### src/rtl/uart_tx_arbiter_if.sv
// Handshake bundle between message sources, the UART_Tx sharing arbiter and the UART_Tx itself.
// The master side is the sources and the UART_Tx; the slave side is the arbiter.
interface uart_tx_arbiter_if #(
    parameter int unsigned NUM_REQ = 2
);
    logic [NUM_REQ-1:0]   req;
    logic [8*NUM_REQ-1:0] req_byte;
    logic [NUM_REQ-1:0]   req_last;
    logic [NUM_REQ-1:0]   req_ack;
    logic [NUM_REQ-1:0]   grant;
    logic                 transmit_ready;
    logic                 tx_ctrl;
    logic [7:0]           tx_byte;
    logic                 busy;

    modport master (
        output req, req_byte, req_last, transmit_ready,
        input  req_ack, grant, tx_ctrl, tx_byte, busy
    );

    modport slave (
        input  req, req_byte, req_last, transmit_ready,
        output req_ack, grant, tx_ctrl, tx_byte, busy
    );
endinterface

### src/rtl/uart_tx_arbiter.sv
// Round-robin sharing of one UART_Tx between NUM_REQ message sources.
// A granted source keeps the transmitter until the last byte of its message is sent.
module uart_tx_arbiter #(
    parameter int unsigned NUM_REQ       = 2,
    parameter int unsigned GAP_CYCLES    = 0,
    parameter int unsigned START_TIMEOUT = 16
) (
    input logic              clk,
    input logic              rst,
    uart_tx_arbiter_if.slave bus
);
    localparam int unsigned IdxW   = $clog2(NUM_REQ);
    localparam int unsigned CntMax = (START_TIMEOUT > GAP_CYCLES) ? START_TIMEOUT : GAP_CYCLES;
    localparam int unsigned CntW   = $clog2(CntMax + 1);
    localparam logic [CntW-1:0] StartLast = CntW'((START_TIMEOUT > 0) ? START_TIMEOUT - 1 : 0);
    localparam logic [CntW-1:0] GapLast   = CntW'((GAP_CYCLES > 0) ? GAP_CYCLES - 1 : 0);

    typedef enum logic [2:0] {
        StIdle,
        StLoad,
        StKick,
        StWaitStart,
        StWaitDone,
        StGap
    } state_e;

    state_e            state_q, state_d;
    logic [NUM_REQ-1:0] grant_q, grant_d;
    logic [IdxW-1:0]   owner_q, owner_d;
    logic [IdxW-1:0]   rr_q, rr_d;
    logic              last_q, last_d;
    logic [7:0]        byte_q, byte_d;
    logic [CntW-1:0]   cnt_q, cnt_d;

    logic              pick_valid;
    logic [IdxW-1:0]   pick_idx;
    logic              end_of_byte;

    function automatic logic [IdxW-1:0] wrap_add(input logic [IdxW-1:0] base,
                                                 input int unsigned     off);
        int unsigned sum;
        sum = 32'(base) + off;
        if (sum >= NUM_REQ) sum = sum - NUM_REQ;
        return IdxW'(sum);
    endfunction

    always_ff @(posedge clk or posedge rst) begin
        if (rst) begin
            state_q <= StIdle;
            grant_q <= '0;
            owner_q <= '0;
            rr_q    <= '0;
            last_q  <= 1'b0;
            byte_q  <= 8'h00;
            cnt_q   <= '0;
        end else begin
            state_q <= state_d;
            grant_q <= grant_d;
            owner_q <= owner_d;
            rr_q    <= rr_d;
            last_q  <= last_d;
            byte_q  <= byte_d;
            cnt_q   <= cnt_d;
        end
    end

    always_comb begin
        state_d     = state_q;
        grant_d     = grant_q;
        owner_d     = owner_q;
        rr_d        = rr_q;
        last_d      = last_q;
        byte_d      = byte_q;
        cnt_d       = cnt_q;
        end_of_byte = 1'b0;
        pick_valid  = 1'b0;
        pick_idx    = '0;

        // First requester at or above the rr pointer, wrapping.
        for (int unsigned k = 0; k < NUM_REQ; k++) begin
            if (!pick_valid && bus.req[wrap_add(rr_q, k)]) begin
                pick_valid = 1'b1;
                pick_idx   = wrap_add(rr_q, k);
            end
        end

        unique case (state_q)
            StIdle: begin
                if (pick_valid && bus.transmit_ready) begin
                    grant_d           = '0;
                    grant_d[pick_idx] = 1'b1;
                    owner_d           = pick_idx;
                    state_d           = StLoad;
                end
            end
            StLoad: begin
                byte_d  = bus.req_byte[{owner_q, 3'b000} +: 8];
                last_d  = bus.req_last[owner_q];
                state_d = StKick;
            end
            StKick: begin
                cnt_d   = '0;
                state_d = StWaitStart;
            end
            StWaitStart: begin
                // A UART that never reports busy must not stall the arbiter.
                if (!bus.transmit_ready || (cnt_q == StartLast)) begin
                    state_d = StWaitDone;
                end else begin
                    cnt_d = cnt_q + 1'b1;
                end
            end
            StWaitDone: begin
                if (bus.transmit_ready) begin
                    if (GAP_CYCLES > 0) begin
                        cnt_d   = '0;
                        state_d = StGap;
                    end else begin
                        end_of_byte = 1'b1;
                    end
                end
            end
            StGap: begin
                if (cnt_q == GapLast) begin
                    end_of_byte = 1'b1;
                end else begin
                    cnt_d = cnt_q + 1'b1;
                end
            end
            default: state_d = StIdle;
        endcase

        // A source dropping req mid-message aborts it and is released like a completed one.
        if (end_of_byte) begin
            if (!last_q && bus.req[owner_q]) begin
                state_d = StLoad;
            end else begin
                state_d = StIdle;
                grant_d = '0;
                rr_d    = wrap_add(owner_q, 1);
            end
        end
    end

    always_comb begin
        bus.req_ack = '0;
        if (state_q == StLoad) bus.req_ack = grant_q;
        bus.tx_ctrl = (state_q == StKick);
        bus.busy    = (state_q != StIdle);
        bus.grant   = grant_q;
        bus.tx_byte = byte_q;
    end
endmodule
### src/flat_wrapper.sv
// flat-port wrapper written by rule: the top's interface ports become plain ports
module uart_tx_arbiter_flat 
#(
    parameter int unsigned NUM_REQ       = 2,
    parameter int unsigned GAP_CYCLES    = 0,
    parameter int unsigned START_TIMEOUT = 16
)
  (clk, rst, bus_req, bus_req_byte, bus_req_last, bus_transmit_ready, bus_req_ack, bus_grant, bus_tx_ctrl, bus_tx_byte, bus_busy);
  uart_tx_arbiter_if #(.NUM_REQ(NUM_REQ)) bus_i ();
  input logic clk;
  input logic rst;
  input wire logic [$bits(bus_i.req)-1:0] bus_req;
  input wire logic [$bits(bus_i.req_byte)-1:0] bus_req_byte;
  input wire logic [$bits(bus_i.req_last)-1:0] bus_req_last;
  input wire logic [$bits(bus_i.transmit_ready)-1:0] bus_transmit_ready;
  output wire logic [$bits(bus_i.req_ack)-1:0] bus_req_ack;
  output wire logic [$bits(bus_i.grant)-1:0] bus_grant;
  output wire logic [$bits(bus_i.tx_ctrl)-1:0] bus_tx_ctrl;
  output wire logic [$bits(bus_i.tx_byte)-1:0] bus_tx_byte;
  output wire logic [$bits(bus_i.busy)-1:0] bus_busy;
  assign bus_i.req = bus_req;
  assign bus_i.req_byte = bus_req_byte;
  assign bus_i.req_last = bus_req_last;
  assign bus_i.transmit_ready = bus_transmit_ready;
  assign bus_req_ack = bus_i.req_ack;
  assign bus_grant = bus_i.grant;
  assign bus_tx_ctrl = bus_i.tx_ctrl;
  assign bus_tx_byte = bus_i.tx_byte;
  assign bus_busy = bus_i.busy;
  uart_tx_arbiter #(.NUM_REQ(NUM_REQ), .GAP_CYCLES(GAP_CYCLES), .START_TIMEOUT(START_TIMEOUT)) u_core (.clk(clk), .rst(rst), .bus(bus_i));
endmodule
### config.mk
export PLATFORM = sky130hd
export DESIGN_NAME = uart_tx_arbiter_flat
export DESIGN_NICKNAME = d
export VERILOG_FILES = /design/src/rtl/uart_tx_arbiter_if.sv /design/src/rtl/uart_tx_arbiter.sv /design/src/flat_wrapper.sv
export SDC_FILE = /design/constraint.sdc
export NUM_CORES = 1
export LEC_CHECK = 0
export CORE_MARGIN = 3
export CORE_UTILIZATION = 48
export CTS_BUF_LIST = sky130_fd_sc_hd__clkbuf_4
export DETAILED_ROUTE_END_ITERATION = 12
export PLACE_DENSITY = 0.81
export SETUP_SLACK_MARGIN = 0.5
export SYNTH_ARGS = -nofsm -noshare
export SYNTH_HDL_FRONTEND = slang
export SYNTH_SLANG_ARGS = --single-unit
### constraint.sdc
create_clock -name clk -period 2.7 [get_ports clk]
set_input_delay 0.54 -clock clk [delete_from_list [all_inputs] [get_ports clk]]
set_output_delay 0.54 -clock clk [all_outputs]
set_load 0.05 [all_outputs]
==> results of run 1 <==
## metrics by stage
| stage | power (W) | setup WS [ps] | instances | instance area, um2 | util, % |
|---|---|---|---|---|---|
| 2_1_floorplan | 0.00144 | 668 | 126 | 1260 | - |
| 3_3_place_gp | 0.00176 | 494 | 186 | 1660 | 70.7 |
| 3_5_place_dp | 0.00180 | 464 | 186 | 1660 | 70.7 |
| 4_1_cts | 0.00196 | 481 | 191 | 1690 | 72.4 |
| 5_1_grt | 0.00212 | 470 | 193 | 1720 | 73.4 |
| 6_report | 0.00198 | 588 | 193 | 1720 | 73.4 |
## logic make-up after synthesis
logic type | Yosys count
AO/OA/AOI/OAI | 35
flip-flops | 21
multiplexers | 13
AND/OR/NAND/NOR | 39
adder cells (fa/ha/maj) | 3
buffers and inverters | 15
## placed cells by master, fill, tap and decap left out, drive strengths merged, types with 2 or more instances in the layout
cell,instances
or3,2
o22ai,2
nand3,3
clkbuf,3
clkdlybuf4s50,32
nand2,3
nand2b,3
a21oi,12
mux2i,12
o21ai,9
nor3b,2
a2111o,2
and2,4
buf,9
nor2,15
dfrtp,21
inv,8
ha,3
## what timing repair did
item	4_1_cts	5_1_grt
endpoints found under the setup margin	3	4
resized for setup	6	7
pin swaps	0	0
setup buffers	1	2
## worst min-delay path, cell delays in order (launching register included)
cell and delay, ps:
sky130_fd_sc_hd__dfrtp_1 360, sky130_fd_sc_hd__nor2_1 50, sky130_fd_sc_hd__a21oi_1 100
## layout make-up
cell class | count | area, um2
Tap cell | 28 | 35.0
Sequential cell | 21 | 527
Timing Repair Buffer | 42 | 422
Clock buffer | 3 | 22.5
Clock inverter | 1 | 5.00
Fill cell | 167 | 622
Multi-Input combinational cell | 90 | 677
Inverter | 8 | 30.0
## flip-flops by register name, indices dropped and copies added (netlist names)
name                flops
u_core.state_q          3
u_core.cnt_q            5
u_core.rr_q             1
u_core.owner_q          1
u_core.bus.tx_byte      8
u_core.bus.grant        2
u_core.last_q           1
## routing by layer
metal | up-vias | wire (um) | track usage [%]
li1 | 527 | - | -
met1 | 516 | 1250 | 24.6
met2 | 52 | 1340 | 30.8
met3 | 2 | 273 | 5.66
met4 | 0 | 29 | 9.93
met5 | - | 0 | 0
## power by group through the flow
stage / sequential, W / clock [W] / combinational [W]
2_1_floorplan: 0.000762 / 0 / 0.000677
3_3_place_gp: 0.000550 / 0 / 0.00121
3_5_place_dp: 0.000560 / 0 / 0.00124
4_1_cts: 0.000550 / 0.000158 / 0.00125
5_1_grt: 0.000572 / 0.000172 / 0.00138
6_report: 0.000554 / 0.000151 / 0.00128
## worst paths after layout
| check | depth (start not counted) | start | endpoint | slack (ps) |
|---|---|---|---|---|
| min in group asynchronous | 2 | rst | u_core.bus.tx_byte[2] | 670 |
| worst max register to register | 8 | u_core.cnt_q[0] | u_core.rr_q | 590 |
| worst min-delay path | 2 | u_core.bus.tx_byte[0] | u_core.bus.tx_byte[0] | 540 |
| max in group asynchronous | 2 | rst | u_core.state_q[2] | 1480 |
| worst max-delay path | 8 | u_core.cnt_q[0] | u_core.rr_q | 590 |
| worst min register to register | 2 | u_core.bus.tx_byte[0] | u_core.bus.tx_byte[0] | 540 |
==> run summary, run 1 <==
* 64.4% — power share of the combinational group
* 1 — number of levels in the clock H-tree
* 100% — async set or reset register ratio after synthesis
* 1104 — number of global-route vias before repair
* 19.6% — total global-route track usage
* 0.785 mV — Max IR drop VDD
* 53.7% — Starting Density
* 56 — First DRT Iteration DRCs
* 19.2% — simple-gate area share of the yosys netlist
* 41 — distinct cell type count after synthesis
* 36.8% — area growth from synthesis to final layout
* 37 — number of placed I/O pins
* 420 ps — CP max stage delay
* sky130_fd_sc_hd__dfrtp_1 — dominant cell by count in the synthesized netlist
* simple AND/OR/NAND/NOR gates — top cell family by delay on the critical path
* 1097 — vias post-DR
* 0 — Post-synth EDFFs
* 0 — total of endpoints with negative setup slack in the final report
* 0 ps — sum of negative setup slack
* sky130_fd_sc_hd__dfrtp_1 — cell type contributing the most total cell area after synthesis
* 21 — TritonCTS sink count
* 78.2% — Final period util
* 7.6% — relative contribution of the clock network to total power
* 48.8% — switching part of the total
* 2180 um — placed wire-length estimate after detailed placement
* 0 — residual overflow from global routing
* 4 — count of TritonRoute iterations in the first routing pass
* sky130_fd_sc_hd__buf_4 — CP most frequent cell
* 0.474 GHz — Peak Freq
* 7.43 ps — Max Clock Skew
* reg -> reg — type of the tightest min-delay check
* built — CTS tree
* 22 — pin count of the biggest net entering global routing
* 28.0% — Sequential Power Share
* 1150 nW/um2 — Power Density
* 3 — clock buffer count from CTS
* 2340 ps — arrival time of the worst setup path
* 5 — largest fanout on the critical path
* 2 — buffers from clock root to sink, at most
* 2.99% — synthesized-area fraction occupied by adder cells
* 21 x sky130_fd_sc_hd__dfrtp_1, 15 x sky130_fd_sc_hd__nor2_1, 12 x sky130_fd_sc_hd__mux2i_1 — Commonest cells post-synth
* 0.00101 W — internal power of the cells
* compound AO/OA/AOI/OAI gates — largest family of logic cells by synthesized area
* reg -> reg — startpoint-to-endpoint class of the critical path
* 2930 ps — WP data required
* 2890 um — Routed WL
* flip-flop — Crit. End Element
* 0% — xor/xnor cell area share of the yosys netlist
* 41.8% — share of the synthesized area in the top cell type
* 541 ps — Hold Worst Slack
* 5.68 — via-per-instance ratio
* 15.0 um — Routed WL per cell
* 152 — total nets after synthesis
* 3 — CP bufs+invs
* 9.97 um2 — average cell area after synthesis
* sky130_fd_sc_hd__dfrtp_1 — Post-synth top flop
* 0 — Synth Warn #
* 0 — final slew viol count
* 3270 um2 — Die ar.
* 41.8% — part of the Yosys area used for sequential elements
* 19.6% — Compound-Gate Fraction of Synth Area
* finished clean — outcome
* 57.2 um — die span in x
* 0 — number of remaining DRC errors
* 0.000966 W — Psw
* flip-flop — startpoint types
* 192 — nets
* 36 — Port Buffers
* 2110 ps — minimum clock period
* 5000 um — wire length of the first global-routing pass
* 0.807 — routability cong.
* 802 ps — Worst Max-Slew Pin Slew
* 126 — gate count of the mapped netlist
* buf_4 -> buf_4 -> inv_1 -> ha_1 -> nor4b_4 -> mux2_2 -> nor3b_2 -> mux2i_1 — cell breakdown of the critical path
* 0 — count of final hold-check violations
* 0 — antenna violations before repair
* 1260 um2 — post-synthesis instance area
* sky130_fd_sc_hd__dfrtp_1 42%, sky130_fd_sc_hd__mux2i_1 9.6%, sky130_fd_sc_hd__nor2_1 4.5% — cell types occupying the most area after synthesis
* 0 — hold-fix buffers at CTS
* 21 — register bit count reported by yosys
* 10.5% — share of synthesized area spent on multiplexers
* sky130_fd_sc_hd__clkbuf_4 — root buffer selected by CTS
* 0 — number of max-cap violations
* 0 — Inserted Diodes
* 120 ps — clk slew on worst S/H paths
* true — unrepaired setup endpoints after global routing
* 0.717 nW — leakage power summed over all cells
* 46.5% — worst rel slew slack
* sky130_fd_sc_hd__dfrtp_1 — master of the slowest instance on the critical path
* 17 — number of rows created at floorplan
* 15.8% — fraction of layout instances using a drive strength above 1
* 0 — count of nets left with antenna violations after detail routing
* 2340 um2 — core area
* 300 ps — clock insertion delay at the later pin of the skew report
* 57.2 um — height of the die
No activity file was read; power rests on OpenSTA's default activity.
==> run 2: changes to the inputs <==
- clock period: 2.7 -> 2.06 ns (I/O delays scaled with it)
==> run summary, run 2 (synthesis results as in run 1) <==
* 4 — count of TritonRoute iterations in the first routing pass, unchanged
* 117 ps — Post-Place Setup Slack, was 464 ps
* true — unrepaired setup endpoints after global routing, unchanged
* 1910 ps — minimum clock period, was 2110 ps
* 22 — pin count of the biggest net entering global routing, unchanged
* 53.7% — Starting Density, unchanged
* 0.524 GHz — Peak Freq, was 0.474 GHz
* 2 — buffers from clock root to sink, at most, unchanged
* 57.2 um — die span in x, unchanged
* 41.6% — met2 Resource Use GR, was 30.8%
* 17 — number of rows created at floorplan, unchanged
* 3980 um — Routed WL, was 2890 um
* u_core.cnt_q[3] — endpoint of the worst-slack reg-to-reg timing path, was u_core.rr_q
* 1279 — vias post-DR, was 1097
* u_core.cnt_q[0] — origin of the critical flop-to-flop path, unchanged
* 153 ps — final setup slack of the worst path, was 588 ps
* 61.5% — area growth from synthesis to final layout, was 36.8%
* 0 — final slew viol count, unchanged
* 0 — total of endpoints with negative setup slack in the final report, unchanged
* 47.2% — switching part of the total, was 48.8%
* 3 — clock buffer count from CTS, unchanged
* 86.7% — final design utilization, was 73.4%
* 23.1% — total global-route track usage, was 19.6%
* 5 — largest fanout on the critical path, unchanged
* finished clean — outcome, unchanged
* 37 — number of placed I/O pins, unchanged
* 57.2 um — height of the die, unchanged
* 2340 um2 — core area, unchanged
* 0 — antenna violations before repair, unchanged
* 1.10 mV — Max IR drop VDD, was 0.785 mV
* 0 — number of max-cap violations, unchanged
* 3.17% — met3 demand-to-capacity share in global routing, was 5.66%
* 2320 ps — WP data required, was 2930 ps
* 1231 — number of global-route vias before repair, was 1104
* 0.00151 W — Psw, was 0.000966 W
* 21 — TritonCTS sink count, unchanged
* 1 — number of levels in the clock H-tree, unchanged
* sky130_fd_sc_hd__buf_4 — most common library cell in the layout ignoring fill and taps, was sky130_fd_sc_hd__clkdlybuf4s50_1
* 36 — Port Buffers, unchanged
* built — CTS tree, unchanged
* reg -> reg — startpoint-to-endpoint class of the critical path, unchanged
* 140 ps — clk slew on worst S/H paths, was 120 ps
* 150 ps — worst reg2reg setup slack, was 590 ps
* 213 — nets, was 192
* 22.8% — Sequential Power Share, was 28.0%
* 0.867 nW — leakage power summed over all cells, was 0.717 nW
* 18.0 ps — Max Clock Skew, was 7.43 ps
* 0.801 — routability cong., was 0.807
* 0.00169 W — internal power of the cells, was 0.00101 W
* met2 — busiest layer in global routing, unchanged
* 320 ps — clock insertion delay at the later pin of the skew report, was 300 ps
* 18.6 um — Routed WL per cell, was 15.0 um
* 8 — max reg flops, unchanged
* 3270 um2 — Die ar., unchanged
* in -> async — type of the tightest min-delay check, was reg -> reg
* 24 x sky130_fd_sc_hd__buf_4, 22 x sky130_fd_sc_hd__clkdlybuf4s50_1, 17 x sky130_fd_sc_hd__dfrtp_1 — leading cell types in the layout, fill and taps excluded, was 32 x sky130_fd_sc_hd__clkdlybuf4s50_1, 20 x sky130_fd_sc_hd__dfrtp_1, 15 x sky130_fd_sc_hd__nor2_1
* 2350 um — placed wire-length estimate after detailed placement, was 2180 um
* 0 — residual overflow from global routing, unchanged
* flip-flop — Crit. End Element, unchanged
* 0 — count of final hold-check violations, unchanged
* 7.1% — relative contribution of the clock network to total power, was 7.6%
* 0 — Inserted Diodes, unchanged
* 400 ps — Worst Max-Slew Pin Slew, was 802 ps
* 5810 um — wire length of the first global-routing pass, was 5000 um
* sky130_fd_sc_hd__clkbuf_4 — root buffer selected by CTS, unchanged
* 73.0% — worst rel slew slack, was 46.5%
* 92.6% — Final period util, was 78.2%
* 1580 nW/um2 — Power Density, was 1150 nW/um2
* 2170 ps — arrival time of the worst setup path, was 2340 ps
* 0 — count of nets left with antenna violations after detail routing, unchanged
* 5.98 — via-per-instance ratio, was 5.68
* 70.2% — power share of the combinational group, was 64.4%
* 27 — First DRT Iteration DRCs, was 56
* 41.9% — fraction of layout instances using a drive strength above 1, was 15.8%
* flip-flop — startpoint types, unchanged
* 0 — number of remaining DRC errors, unchanged
* 0 ps — sum of negative setup slack, unchanged
* 0 — hold-fix buffers at CTS, unchanged
* 27.3% — global routing met1 resource utilization, was 24.6%
* 7 — depth of the worst register-to-register path, was 8
run 2: changes by cell type in the layout (fill, tap and decap cells not counted), sizes merged:
cell / change
clkbuf: +1
clkdlybuf4s50: -10
clkdlybuf4s15: +8
clkinv: -1
buf: +23
run 2: worst max-delay path by stage:
| stage | start | to | slack [ps] | cells after the start |
|---|---|---|---|---|
| after floorplan | u_core.cnt_q[0] | u_core.cnt_q[3] | 230 | 7 |
| after global placement | bus_transmit_ready | u_core.cnt_q[3] | 150 | 5 |
| after detailed placement | bus_transmit_ready | u_core.cnt_q[3] | 120 | 5 |
| after CTS | u_core.cnt_q[1] | u_core.cnt_q[3] | 170 | 7 |
| after global routing | u_core.cnt_q[1] | u_core.rr_q | 100 | 7 |
| final | u_core.cnt_q[0] | u_core.cnt_q[3] | 150 | 7 |
run 2: cell type report:
type	count	area (um2)
Multi-Input combinational cell	90	787
Timing Repair Buffer	63	616
Sequential cell	21	531
Fill cell	113	312
Tap cell	28	35.0
Clock buffer	4	30.0
Inverter	8	30.0
run 2: power groups by stage:
stage / registers, W / clock network, W / logic [W]
final: 0.000728 / 0.000226 / 0.00224
after global routing: 0.000747 / 0.000241 / 0.00236
after CTS: 0.000712 / 0.000227 / 0.00197
after detailed placement: 0.000737 / 0 / 0.00172
after global placement: 0.000730 / 0 / 0.00167
after floorplan: 0.00100 / 0 / 0.000971
run 2: routing by layer:
layer | wire length [um] | share of wire (%)
met4 | 147 | 3.7
met1 | 1500 | 38
met3 | 203 | 5.1
met5 | 0 | 0
met2 | 2140 | 54
run 2: per-stage QoR:
| step | instance area [um2] | total power (W) | hold WS [ps] | std cells |
|---|---|---|---|---|
| 4_1_cts | 1910 | 0.00291 | 411 | 204 |
| 3_3_place_gp | 1720 | 0.00240 | 509 | 187 |
| 6_report | 2030 | 0.00320 | 394 | 214 |
| 3_5_place_dp | 1720 | 0.00245 | 520 | 187 |
| 2_1_floorplan | 1320 | 0.00198 | 389 | 126 |
| 5_1_grt | 2030 | 0.00335 | 422 | 214 |
run 2: worst max-delay path, cell delays in order (launching register included):
cell	delay [ps]
sky130_fd_sc_hd__dfrtp_2	480
sky130_fd_sc_hd__ha_4	170
sky130_fd_sc_hd__and3_4	180
sky130_fd_sc_hd__ha_4	150
sky130_fd_sc_hd__nand2b_4	140
sky130_fd_sc_hd__a21o_4	230
sky130_fd_sc_hd__a2111oi_4	290
sky130_fd_sc_hd__mux2i_1	210
run 2: what timing repair did:
item / CTS / global route
pin swaps: 4 / 4
cloned: 0 / 0
buffers inserted: 13 / 10
endpoints found under the setup margin: 24 / 17
resized for setup: 43 / 15
